$ cat config.mk
export PLATFORM = sky130hd
export DESIGN_NAME = x7seg_disp_arb
export DESIGN_NICKNAME = d
export VERILOG_FILES = /design/src/rtl/x7seg_pkg.sv /design/src/rtl/x7seg_prio_arb.sv /design/src/rtl/x7seg_disp_arb.sv
export SDC_FILE = /design/constraint.sdc
export NUM_CORES = 1
export LEC_CHECK = 0
export CAP_MARGIN = 20
export CORE_AREA = 10 10 117 88
export DETAILED_ROUTE_END_ITERATION = 8
export DIE_AREA = 0 0 127 98
export GPL_TIMING_DRIVEN = 0
export PLACE_DENSITY = 0.8
export SYNTH_ARGS = -nofsm -noshare
export SYNTH_HDL_FRONTEND = slang
export SYNTH_SLANG_ARGS = --single-unit
export TNS_END_PERCENT = 10
$ cat constraint.sdc
create_clock -name sys_clk -period 3 [get_ports sys_clk]
set_input_delay 0.3 -clock sys_clk [delete_from_list [all_inputs] [get_ports sys_clk]]
set_output_delay 0.3 -clock sys_clk [all_outputs]
set_load 0.05 [all_outputs]
$ cat src/rtl/x7seg_pkg.sv
// rtl/x7seg_pkg.sv - shared types and constants for the seven-segment display arbiter
//
// Purpose: digit width, blank code, default digit-buffer type and arbiter state
//          encoding shared by x7seg_prio_arb and x7seg_disp_arb.
// Ports:   none (package).
package x7seg_pkg;

  localparam int          DIGIT_W    = 4;
  localparam logic [3:0]  BLANK_CODE = 4'hF;
  localparam int          PKG_DIGITS = 8;

  typedef logic [PKG_DIGITS-1:0][DIGIT_W-1:0] digit_buf_t;

  typedef enum logic {
    IDLE = 1'b0,
    HOLD = 1'b1
  } arb_state_t;

endpackage

$ cat src/rtl/x7seg_prio_arb.sv
// rtl/x7seg_prio_arb.sv - combinational fixed-priority one-hot picker
//
// Purpose: grants the lowest-index request that is also enabled by the mask.
// Ports:
//   req_i   [N]   request vector
//   mask_i  [N]   enable mask; only masked-in requests may win
//   gnt_o   [N]   one-hot grant (all zero when nothing eligible)
//   idx_o   [IW]  binary index of the granted request (0 when none)
module x7seg_prio_arb #(
  parameter int N  = 3,
  parameter int IW = 2
) (
  input  logic [N-1:0]  req_i,
  input  logic [N-1:0]  mask_i,
  output logic [N-1:0]  gnt_o,
  output logic [IW-1:0] idx_o
);

  logic [N-1:0] elig;
  logic         found;

  assign elig = req_i & mask_i;

  always_comb begin
    gnt_o = '0;
    idx_o = '0;
    found = 1'b0;
    for (int i = 0; i < N; i++) begin
      if (elig[i] && !found) begin
        gnt_o[i] = 1'b1;
        idx_o    = IW'(i);
        found    = 1'b1;
      end
    end
  end

endmodule

$ cat src/rtl/x7seg_disp_arb.sv
// rtl/x7seg_disp_arb.sv - display-ownership arbiter and digit buffer for the 7-seg scan driver
//
// Purpose: grants the shared 8-digit display to one producer at a time with a
//          minimum hold window, latching the granted frame into a register.
// Macro:   X7SEG_PREEMPT_EN - when defined, higher-priority requesters may take
//          the display during another owner's hold window.
// Ports:
//   sys_clk, sys_rst_n   clock, asynchronous active-low reset
//   req_valid  [NUM_REQ]            frame pending per requester
//   req_data   [NUM_REQ*DIGITS*4]   flattened frames, requester i at [i*DIGITS*4 +: DIGITS*4]
//   req_ready  [NUM_REQ]            frame accepted this cycle when valid & ready
//   disp_data  [DIGITS*4]           latched digit buffer
//   disp_owner [$clog2(NUM_REQ)]    last accepted requester
//   disp_busy                       hold window active
//   new_frame                       one-cycle pulse after each buffer update
module x7seg_disp_arb
  import x7seg_pkg::*;
#(
  parameter int NUM_REQ     = 3,
  parameter int DIGITS      = 8,
  parameter int HOLD_CYCLES = 100_000_000
) (
  input  logic                              sys_clk,
  input  logic                              sys_rst_n,
  input  logic [NUM_REQ-1:0]                req_valid,
  input  logic [NUM_REQ*DIGITS*DIGIT_W-1:0] req_data,
  output logic [NUM_REQ-1:0]                req_ready,
  output logic [DIGITS*DIGIT_W-1:0]         disp_data,
  output logic [$clog2(NUM_REQ)-1:0]        disp_owner,
  output logic                              disp_busy,
  output logic                              new_frame
);

  localparam int OW = $clog2(NUM_REQ);
  localparam int CW = $clog2(HOLD_CYCLES);
  localparam int FW = DIGITS * DIGIT_W;
  localparam logic [CW-1:0] HOLD_LOAD = CW'(HOLD_CYCLES - 1);

  arb_state_t        state_q;
  logic [CW-1:0]     cnt_q;
  logic [FW-1:0]     disp_q;
  logic [OW-1:0]     owner_q;
  logic              busy_q;
  logic              nf_q;

  logic [NUM_REQ-1:0] mask;
  logic [NUM_REQ-1:0] gnt;
  logic [OW-1:0]      gnt_idx;
  logic [FW-1:0]      gnt_frame;
  logic               xfer;

  // IDLE opens the display to everyone; HOLD restricts it to the owner
  // (plus anyone of higher priority when preemption is built in).
  always_comb begin
    mask = '0;
    if (state_q == IDLE) begin
      mask = '1;
    end else begin
      mask[owner_q] = 1'b1;
`ifdef X7SEG_PREEMPT_EN
      for (int i = 0; i < NUM_REQ; i++) begin
        if (i < int'(owner_q)) mask[i] = 1'b1;
      end
`endif
    end
  end

  x7seg_prio_arb #(
    .N  (NUM_REQ),
    .IW (OW)
  ) u_prio (
    .req_i  (req_valid),
    .mask_i (mask),
    .gnt_o  (gnt),
    .idx_o  (gnt_idx)
  );

  assign req_ready = gnt;
  assign xfer      = |gnt;
  assign gnt_frame = req_data[gnt_idx*FW +: FW];

  // Any transfer (first grant, refresh or preemption) reloads the window, so a
  // refresh arriving on the expiry cycle naturally keeps the FSM in HOLD.
  always_ff @(posedge sys_clk or negedge sys_rst_n) begin
    if (!sys_rst_n) begin
      state_q <= IDLE;
      cnt_q   <= '0;
      disp_q  <= {DIGITS{BLANK_CODE}};
      owner_q <= '0;
      busy_q  <= 1'b0;
      nf_q    <= 1'b0;
    end else if (xfer) begin
      state_q <= HOLD;
      cnt_q   <= HOLD_LOAD;
      disp_q  <= gnt_frame;
      owner_q <= gnt_idx;
      busy_q  <= 1'b1;
      nf_q    <= 1'b1;
    end else begin
      nf_q <= 1'b0;
      if (state_q == HOLD) begin
        if (cnt_q == '0) begin
          state_q <= IDLE;
          busy_q  <= 1'b0;
        end else begin
          cnt_q <= cnt_q - 1'b1;
        end
      end
    end
  end

  assign disp_data  = disp_q;
  assign disp_owner = owner_q;
  assign disp_busy  = busy_q;
  assign new_frame  = nf_q;

endmodule

## Word level (Yosys, flattened, before mapping)

Cells that the tools add are included.

| word-level totals | value |
|---|---|
| logic and storage cells | 42 |
| output and inout port bits | 39 |
| bits of input ports | 101 |
| register bits after elaboration | 64 |

| cells by class | value |
|---|---|
| order comparisons | 2 |
| mux-type cells | 19 |
| bitwise operators | 1 |
| shift operators | 1 |
| equality and inequality tests | 1 |
| reduce and logical (&&, ||, !) cells | 11 |
| add/sub/neg operators | 1 |

Operators with widths:

| kind | count |
|---|---|
| $shiftx 96x8->32 | 1 |
| $mux 27 | 3 |
| $logic_not 27->1 | 1 |
| $sub 27x1->27 const B | 1 |
| $mux 1 | 13 |
| $reduce_and 2->1 | 2 |
| $reduce_bool 2->1 | 2 |
| $and 3x3->3 | 1 |
| $logic_and 1x1->1 | 3 |
| $lt 2x3->1 const B | 1 |
| $mux 3 | 1 |
| $reduce_or 3->1 | 1 |
| $demux 1 s2 | 1 |
| $ge 2x1->1 const B | 1 |
| $logic_not 1->1 | 2 |
| $mux 2 | 1 |
| $ne 2x2->1 const B | 1 |

## Depth between registers and ports, before layout

Gate-level depths: netlist of run 1.

| logic depth | value |
|---|---|
| depth in word-level cells | 16 |
| mapped depth | 8 |
| depth with buffers taken out | 7 |

## Hierarchy

From an unflattened synthesis of run 1, not the netlist that was laid out.

| unflattened totals | value |
|---|---|
| cells, all modules | 394 |
| area, all modules | 3485.8 um2 |

By module, submodules not included:

| module | area each (um2) | instances | cells an instance | seq. area each (um2) |
|---|---|---|---|---|
| x7seg_disp_arb | 3444.6 | 1 | 388 | 1641.6 |
| x7seg_prio_arb | 41.3 | 1 | 6 | 0.0 |

## Least setup slack after synthesis of run 1

No wires, ideal clock.

| timing | value |
|---|---|
| kind | reg2reg |
| start point | register cnt_q[7] |
| end point | register cnt_q[25] |
| data arrival time | 2117 ps |
| required time | 2922 ps |
| buffers on the path | 0 |
| setup slack | 805 ps |
| library setup time | 78 ps |
| clock period less this slack | 2195 ps |
| stages on the path, launching flop included | 6 |
| cell sequence | dfrtp_1 or4_4 nor4b_4 o211ai_4 or4_1 a21oi_1 |

| on the way | value |
|---|---|
| longest elaborated chain between the ends | 4 |
| elaborated cells between the ends (all ways) | 7 |
| those cells by class | add/sub (1); eq/ne (1); mux (3); reduce/logical (2) |

RTL lines:

| element | line | text |
|---|---|---|
| start: declaration | x7seg_disp_arb.sv:40 | `logic [CW-1:0] cnt_q;` |
| start signal: assignment | x7seg_disp_arb.sv:106 | `cnt_q <= cnt_q - 1'b1;` |
| $sub 27x1->27 | x7seg_disp_arb.sv:106 |  |
| $mux 27 | x7seg_disp_arb.sv:102 | `if (cnt_q == '0) begin` |
| $mux 27 | x7seg_disp_arb.sv:101 | `if (state_q == HOLD) begin` |
| $mux 27 | x7seg_disp_arb.sv:92 | `end else if (xfer) begin` |

Several ways; a longest one is shown, not always the timed one. The select of a mux whose other input is x is not followed.
A chain may end at the register's enable or synchronous reset.

## Final worst setup path of run 1

| timing | value |
|---|---|
| start point | register state_q |
| end point | output port req_ready[1] |

| on the way | value |
|---|---|
| longest elaborated chain between the ends | 6 |

RTL lines:

| element | line | text |
|---|---|---|
| start: declaration | x7seg_disp_arb.sv:39 | `arb_state_t state_q;` |
| start signal: assignment | x7seg_disp_arb.sv:86 | `state_q <= IDLE;` |
| start signal: assignment | x7seg_disp_arb.sv:93 | `state_q <= HOLD;` |
| start signal: assignment | x7seg_disp_arb.sv:103 | `state_q <= IDLE;` |
| $mux 3 * | x7seg_disp_arb.sv:56 | `if (state_q == IDLE) begin` |
| $and 3x3->3 * | x7seg_prio_arb.sv:22 | `assign elig = req_i & mask_i;` |
| $mux 1 | x7seg_prio_arb.sv:29 | `if (elig[i] && !found) begin` |
| $logic_not 1->1 | x7seg_prio_arb.sv:29 |  |
| $logic_and 1x1->1 * | x7seg_prio_arb.sv:29 |  |
| $mux 1 * | x7seg_prio_arb.sv:29 |  |
| end: declaration | x7seg_disp_arb.sv:27 | `output logic [NUM_REQ-1:0] req_ready,` |

Mark *: on every way between the ends. The rest lies on a longest branch, timed or not.

==> results of run 1 <==
## registers in the layout, summed over array words and instances (netlist names)
register,count
disp_data,32
cnt_q,27
disp_owner,2
disp_busy,1
new_frame,1
state_q,1
## stage by stage
stage,hold slack [ns],TNS [ns]
finish,0.0485,0
detailed placement,0.443,-0.217
floorplan,0.00441,0
CTS,0.0975,0
global placement,0.486,-15.33
global route,0.124,0
## layer usage
| metal | vias to the layer above | share of wire, % |
|---|---|---|
| li1 | 1580 | - |
| met1 | 1630 | 43 |
| met2 | 112 | 49 |
| met3 | 10 | 6.4 |
| met4 | 0 | 1.4 |
| met5 | - | 0 |
## kinds of logic (layout without fill, tap and decap cells)
logic type	Yosys count	count (layout)	synth area share (%)
adder cells (fa/ha/maj)	1	1	0.363
XOR/XNOR	12	12	3.05
AND/OR/NAND/NOR	95	95	15.6
multiplexers	33	33	9.59
buffers and inverters	29	184	3.38
AO/OA/AOI/OAI	108	108	20.3
flip-flops	64	64	47.7
## final cells by class
| type | instances | area (um^2) | area share, % |
|---|---|---|---|
| plain buffers | 21 | 86.3 | 1.63 |
| flip-flops and latches | 64 | 1640 | 31.1 |
| repair buffers | 139 | 1380 | 26.1 |
| well taps | 105 | 131 | 2.49 |
| multi-input cells | 249 | 1690 | 32.0 |
| inverters | 8 | 30.0 | 0.568 |
| clock buffers | 16 | 324 | 6.13 |
## report_power, final
group	total (mW)	leakage (nW)	internal (mW)	switching, mW
Sequential	1.33	0.674	1.19	0.134
Combinational	1.78	0.996	0.643	1.14
Clock	1.10	0.159	0.729	0.372
Total	4.21	1.83	2.56	1.64
## worst max-delay path, stage by stage, from the launching register on
cell and delay [ns]:
sky130_fd_sc_hd__dfrtp_1 0.46, sky130_fd_sc_hd__clkbuf_1 0.36, sky130_fd_sc_hd__a31oi_1 0.16, sky130_fd_sc_hd__nor2_2 0.34, sky130_fd_sc_hd__buf_2 0.38, sky130_fd_sc_hd__clkbuf_2 0.34
## cells in the final DEF, fill, tap and decap left out, drive strengths merged, types with 6 or more instances in the layout
cell type / netlist / final
clkbuf: 16 / 33
dfrtp: 32 / 32
mux2i: 33 / 33
nor3: 11 / 11
dfstp: 32 / 32
buf: 5 / 7
a22oi: 32 / 32
o21ai: 45 / 45
or4: 8 / 8
xor2: 10 / 10
o211ai: 8 / 8
clkdlybuf4s50: 0 / 136
inv: 8 / 8
o31ai: 6 / 6
a21oi: 7 / 7
nor2: 20 / 20
nand2: 20 / 20
## how the worst max path moves through the flow
stage / startpoint / to / slack, ns / cells past startpoint
2_1_floorplan: cnt_q[7] / cnt_q[25] / 0.81 / 5
6_report: state_q / req_ready[1] / 0.33 / 5
4_1_cts: state_q / req_ready[1] / 0.08 / 5
3_5_place_dp: req_valid[0] / req_ready[2] / -0.12 / 7
3_3_place_gp: sys_rst_n / cnt_q[9] / -0.48 / 1
5_1_grt: cnt_q[7] / cnt_q[10] / 0.05 / 5
==> results_tabular.tex, run 1 <==
\begin{tabular}{lr}
\hline
Metric & Value \\
\hline
\multicolumn{2}{l}{\textbf{STA}} \\
Max Clock Skew & 0.00355 ns \\
Final worst-path setup slack & 0.330 ns \\
Period utilization & 89.0\% \\
Fmax & 0.375 GHz \\
RSZ-0062 raised after global routing & no \\
Finish-stage setup viols & 0 \\
Worst Tran Pin Value & 0.803 ns \\
Headroom to the max-slew limit & 46.5\% \\
Number of hold-slack violations in the final timing report & 0 \\
Fin. max-slew vios & 0 \\
Min Clock Period, post-route & 2.67 ns \\
\multicolumn{2}{l}{\textbf{Route}} \\
Number of detailed-route iterations in the first pass & 4 \\
Final ANT Viol Nets & 0 \\
Routed length per instance & 19.2 um \\
Drt first-iter violations & 317 \\
Total wire length & 11500 um \\
Post-route DRC & 0 \\
Routed via count & 3332 \\
Via density per instance & 5.53 \\
\multicolumn{2}{l}{\textbf{Worst setup path}} \\
CP required & 2.70 ns \\
Length in cells of the worst reg-to-reg path & 7 \\
Endpoint arrival time on the critical path & 2.37 ns \\
Crit Path Category & flip-flop to output port \\
Maximum net fanout on the critical path & 10 \\
Type of origin of the critical path & flip-flop \\
Critical path endpoint category & output port \\
Critical R2R Launch & cnt\_q[0] \\
Reg-to-reg critical path endpoint & cnt\_q[18] \\
Slack of the worst reg-to-reg path & 0.43 ns \\
\multicolumn{2}{l}{\textbf{Power}} \\
Post-layout total power & 4.21 mW \\
Leakage power figure & 1.83 nW \\
Power per Cell Area & 796 nW/um\^{}2 \\
Peak supply drop & 0.000449 V \\
\multicolumn{2}{l}{\textbf{Finish}} \\
Filler-free cell count of the finished design & 602 \\
Final design instance area without fill & 5280 um\^{}2 \\
Fill cell instance count of the final layout & 662 \\
Proportion of layout cells with a drive suffix above 1 & 12.7\% \\
Core occupancy in the finished layout & 65.0\% \\
\# nets final & 594 \\
Number of antenna diodes & 0 \\
Area grow syn2layout & 53.4\% \\
\multicolumn{2}{l}{\textbf{Global route}} \\
Wire length of the first global-routing pass & 18300 um \\
Number of global-route vias before repair & 3426 \\
Overall routing resource usage & 18.1\% \\
Pin count of the biggest net entering global routing & 65 \\
GR met2 Demand/Resource & 29.4\% \\
Number of antenna violations at the first check in global routing & 0 \\
Remaining global-route overflow & 0 \\
Most congested layer reported by global routing & met2 \\
Met1 Resource Use GR & 22.5\% \\
Met3 track demand over resource in global routing & 5.73\% \\
\multicolumn{2}{l}{\textbf{Clocking}} \\
Inserted Clock Buffers & 9 \\
Maximum buffer depth of the clock tree & 2 \\
Hold Buf Count CTS & 0 \\
Total number of H-tree levels & 3 \\
CTS tree & done \\
Clock sink count & 64 \\
Reg clk slew, reported paths & 0.05 ns \\
Clock network latency to the later pin of the worst-skew pair & 0.33 ns \\
Post-cts resize count & 3 \\
Number of setup buffers added after CTS & 0 \\
Root buffer cell & sky130\_fd\_sc\_hd\_\_clkbuf\_16 \\
\multicolumn{2}{l}{\textbf{Placement}} \\
DP HPWL & 8970 um \\
Count of input and output buffers & 139 \\
Setup Slack @ Placement & -0.122 ns \\
Placed cell count & 586 \\
Global placement routability congestion & 0.904 \\
Post-DP Area & 4960 um\^{}2 \\
\multicolumn{2}{l}{\textbf{Die}} \\
Initial Util & 42.4\% \\
Height of the die & 98 um \\
Floorplan die width & 127 um \\
Area of the die & 12400 um\^{}2 \\
Number of top-level design ports & 140 \\
Core outline area & 8130 um\^{}2 \\
Number of rows created at floorplan & 28 \\
\multicolumn{2}{l}{\textbf{Synthesis}} \\
Cell area after synthesis & 3440 um\^{}2 \\
Count of flip-flops with a built-in enable after synthesis & 0 \\
Cell accounting for the most synthesized area & sky130\_fd\_sc\_hd\_\_dfstp\_2 \\
Most repeated cell in the gate-level netlist after synthesis & sky130\_fd\_sc\_hd\_\_o21ai\_0 \\
Async set or reset register ratio after synthesis & 100\% \\
Sequential-to-total area share from yosys stat & 47.7\% \\
Ranking of synthesized cells by area & sky130\_fd\_sc\_hd\_\_dfstp\_2 (24\%), sky130\_fd\_sc\_hd\_\_dfrtp\_1 (23\%), sky130\_fd\_sc\_hd\_\_mux2i\_1 (9.6\%) \\
Post-synth top cells & sky130\_fd\_sc\_hd\_\_o21ai\_0 (45), sky130\_fd\_sc\_hd\_\_mux2i\_1 (33), sky130\_fd\_sc\_hd\_\_a22oi\_1 (32), sky130\_fd\_sc\_hd\_\_dfrtp\_1 (32), sky130\_fd\_sc\_hd\_\_dfstp\_2 (32) \\
Main flop type after synthesis & sky130\_fd\_sc\_hd\_\_dfstp\_2 \\
Synthesized area per cell & 10.1 um\^{}2 \\
Number of instances in the synthesized netlist & 342 \\
Share of Yosys cell area claimed by the top area cell type & 24.4\% \\
Library cells used by synthesis & 49 \\
YS warnings & 0 \\
Number of register bits inferred by synthesis & 64 \\
Net count after synthesis & 444 \\
\multicolumn{2}{l}{\textbf{Worst hold path}} \\
Worst hold-check path type & input pin to async pin \\
\multicolumn{2}{l}{\textbf{Status}} \\
Status & complete, no violations \\
\multicolumn{2}{l}{\textbf{Flow run}} \\
Reported max-cap violation count & 0 \\
\hline
\end{tabular}
(Power assumes the default switching activity.)
==> inputs of run 2 (changes only) <==
--- a/config.mk
+++ b/config.mk
@@ -11,6 +11,7 @@
 export DIE_AREA = 0 0 127 98
 export GPL_TIMING_DRIVEN = 0
 export PLACE_DENSITY = 0.8
+export SKIP_CTS_REPAIR_TIMING = 1
 export SYNTH_ARGS = -nofsm -noshare
 export SYNTH_HDL_FRONTEND = slang
 export SYNTH_SLANG_ARGS = --single-unit
==> results_tabular.tex, run 2 (synthesis gave the netlist of run 1 again) <==
\begin{tabular}{lr}
\hline
Metric & Value \\
\hline
\multicolumn{2}{l}{\textbf{STA}} \\
Max Clock Skew & 0.00456 ns (+0.00102 ns) \\
Finish-stage setup viols & 1 (+1) \\
Final worst-path setup slack & -0.119 ns (-0.449 ns) \\
Fin Setup TNS & -0.119 ns (-0.119 ns) \\
Fmax & 0.321 GHz (-14\%) \\
Min Clock Period, post-route & 3.12 ns (+0.449 ns) \\
Number of hold-slack violations in the final timing report & 0 (unchanged) \\
Worst Tran Pin Value & 0.808 ns (+0.00494 ns) \\
Headroom to the max-slew limit & 46.2\% (-0.33 points) \\
RSZ-0062 raised after global routing & yes \\
Fin. max-slew vios & 0 (unchanged) \\
Period utilization & 104\% (+15 points) \\
Final Hold Slack & 0.0502 ns (+0.00170 ns) \\
\multicolumn{2}{l}{\textbf{Global route}} \\
Number of global-route vias before repair & 3426 (unchanged) \\
Number of antenna violations at the first check in global routing & 0 (unchanged) \\
Overall routing resource usage & 18.1\% (about the same) \\
Pin count of the biggest net entering global routing & 65 (unchanged) \\
Remaining global-route overflow & 0 (unchanged) \\
Wire length of the first global-routing pass & 18300 um (about the same) \\
\multicolumn{2}{l}{\textbf{Power}} \\
Sw frac & 39.0\% (about the same) \\
Internal portion of total power & 2.57 mW (about the same) \\
Proportion of power drawn by flip-flops and latches & 31.5\% (about the same) \\
Part of the total power dissipated in the clock network & 26.2\% (about the same) \\
Power per Cell Area & 795 nW/um\^{}2 (-0.13\%) \\
Power share of the combinational group & 42.3\% (about the same) \\
Peak supply drop & 0.000449 V (about the same) \\
NetSw & 1.64 mW (about the same) \\
Leakage power figure & 1.84 nW (+0.82\%) \\
\multicolumn{2}{l}{\textbf{Finish}} \\
Area grow syn2layout & 53.7\% \\
Commonest non-fill, non-tap cells in the layout & sky130\_fd\_sc\_hd\_\_clkdlybuf4s50\_1 (137), sky130\_fd\_sc\_hd\_\_o21ai\_0 (45), sky130\_fd\_sc\_hd\_\_mux2i\_1 (33) \\
Final design instance area without fill & 5290 um\^{}2 (+0.19\%) \\
Number of antenna diodes & 0 (unchanged) \\
\# nets final & 594 (unchanged) \\
Proportion of layout cells with a drive suffix above 1 & 12.3\% (-0.40 points) \\
Core occupancy in the finished layout & 65.1\% (+0.12 points) \\
Max reg flops & 32 (unchanged) \\
Leading cell type in the layout, fill and taps excluded & sky130\_fd\_sc\_hd\_\_clkdlybuf4s50\_1 \\
\multicolumn{2}{l}{\textbf{Worst setup path}} \\
Critical path endpoint category & output port \\
Buffers \& Inverters on Critical Path & 5 (+2) \\
Maximum net fanout on the critical path & 10 (unchanged) \\
Type of origin of the critical path & input pin \\
Peak per-stage delay on the critical path & 0.80 ns (+0.34 ns) \\
Endpoint arrival time on the critical path & 2.82 ns (+0.45 ns) \\
Family with the most delay on the worst path & buffers and inverters \\
Chain of cells forming the critical path & clkdlybuf4s50\_1, nor3\_1, o21a\_1, clkbuf\_1, clkbuf\_1, buf\_4, clkdlybuf4s50\_1 \\
CP required & 2.70 ns (about the same) \\
Crit path max-delay cell type & sky130\_fd\_sc\_hd\_\_clkdlybuf4s50\_1 \\
Crit Path Category & input pin to output port \\
\multicolumn{2}{l}{\textbf{Clocking}} \\
Maximum buffer depth of the clock tree & 2 (unchanged) \\
Inserted Clock Buffers & 9 (unchanged) \\
Root buffer cell & sky130\_fd\_sc\_hd\_\_clkbuf\_16 \\
Clock sink count & 64 (unchanged) \\
Total number of H-tree levels & 3 (unchanged) \\
CTS tree & done \\
Reg clk slew, reported paths & 0.05 ns (about the same) \\
Clock network latency to the later pin of the worst-skew pair & 0.33 ns (about the same) \\
\multicolumn{2}{l}{\textbf{Die}} \\
Area of the die & 12400 um\^{}2 (unchanged) \\
Initial Util & 42.4\% (unchanged) \\
Height of the die & 98 um (unchanged) \\
Floorplan die width & 127 um (unchanged) \\
Core outline area & 8130 um\^{}2 (unchanged) \\
Number of rows created at floorplan & 28 (unchanged) \\
Number of top-level design ports & 140 (unchanged) \\
\multicolumn{2}{l}{\textbf{Route}} \\
Post-route DRC & 0 (unchanged) \\
Drt first-iter violations & 249 (-21\%) \\
Via density per instance & 5.59 (+0.96\%) \\
Final ANT Viol Nets & 0 (unchanged) \\
Routed via count & 3364 (+0.96\%) \\
Routed length per instance & 19.2 um (+0.11\%) \\
Total wire length & 11600 um (+0.11\%) \\
Number of detailed-route iterations in the first pass & 4 (unchanged) \\
\multicolumn{2}{l}{\textbf{Placement}} \\
Global placement routability congestion & 0.904 (unchanged) \\
DP HPWL & 8970 um (unchanged) \\
Post-DP Area & 4960 um\^{}2 (unchanged) \\
Count of input and output buffers & 139 (unchanged) \\
\multicolumn{2}{l}{\textbf{Flow run}} \\
Reported max-cap violation count & 0 (unchanged) \\
\multicolumn{2}{l}{\textbf{Worst hold path}} \\
Worst hold-check path type & input pin to async pin \\
\multicolumn{2}{l}{\textbf{Status}} \\
Violations in the final reports & negative setup slack \\
Status & finished, violations left \\
\hline
\end{tabular}
[run 2: changes by cell type in the layout (fill, tap and decap cells not counted)]
cell                              before  now
sky130_fd_sc_hd__dlymetal6s2s_1        0    1
sky130_fd_sc_hd__clkdlybuf4s50_1     136  137
sky130_fd_sc_hd__clkbuf_2              1    0
sky130_fd_sc_hd__buf_4                 3    2
[run 2: power by group through the flow]
stage                     Sequential [mW]  Clock [mW]  Combinational, mW
after global routing                 1.36        1.16               1.88
after global placement               1.32           0               1.77
after floorplan                      2.01           0              0.430
after CTS                            1.33        1.11               1.80
final                                1.33        1.10               1.78
after detailed placement             1.34           0               1.79
[run 2: worst paths after layout]
path | startpoint | to | slack (ns) | depth (start not counted)
worst min register to register | cnt_q[26] | cnt_q[26] | 0.51 | 2
worst max-delay path | req_valid[0] | req_ready[2] | -0.12 | 7
worst min-delay path | sys_rst_n | cnt_q[18] | 0.05 | 1
min in group sys_clk | cnt_q[26] | cnt_q[26] | 0.51 | 2
worst max register to register | cnt_q[0] | cnt_q[22] | 0.42 | 7
max in group asynchronous | sys_rst_n | cnt_q[2] | 2.41 | 1
[run 2: per-stage QoR]
step / std cells / setup WS [ns] / power [mW]
2_1_floorplan: 342 / 0.805 / 2.44
3_3_place_gp: 586 / -0.479 / 3.09
3_5_place_dp: 586 / -0.122 / 3.13
4_1_cts: 602 / -0.403 / 4.24
5_1_grt: 602 / -0.282 / 4.40
6_report: 602 / -0.119 / 4.21
[run 2: metal layers]
metal  global-route usage (%)  routed length [um]  up-vias
li1                         -                   -     1582
met1                     22.5                4880     1637
met2                     29.4                5680      130
met3                     5.83                 787       15
met4                     5.33                 211        0
met5                        0                   0        -
[run 2: area by class of cell]
type                       instances  area [um^2]
fill                             659         2840
multi-input combinational        249         1690
sequential                        64         1640
timing repair buffer             139         1390
clock buffer                      16          324
tap                              105          131
buffer                            21         86.3
inverter                           8         30.0
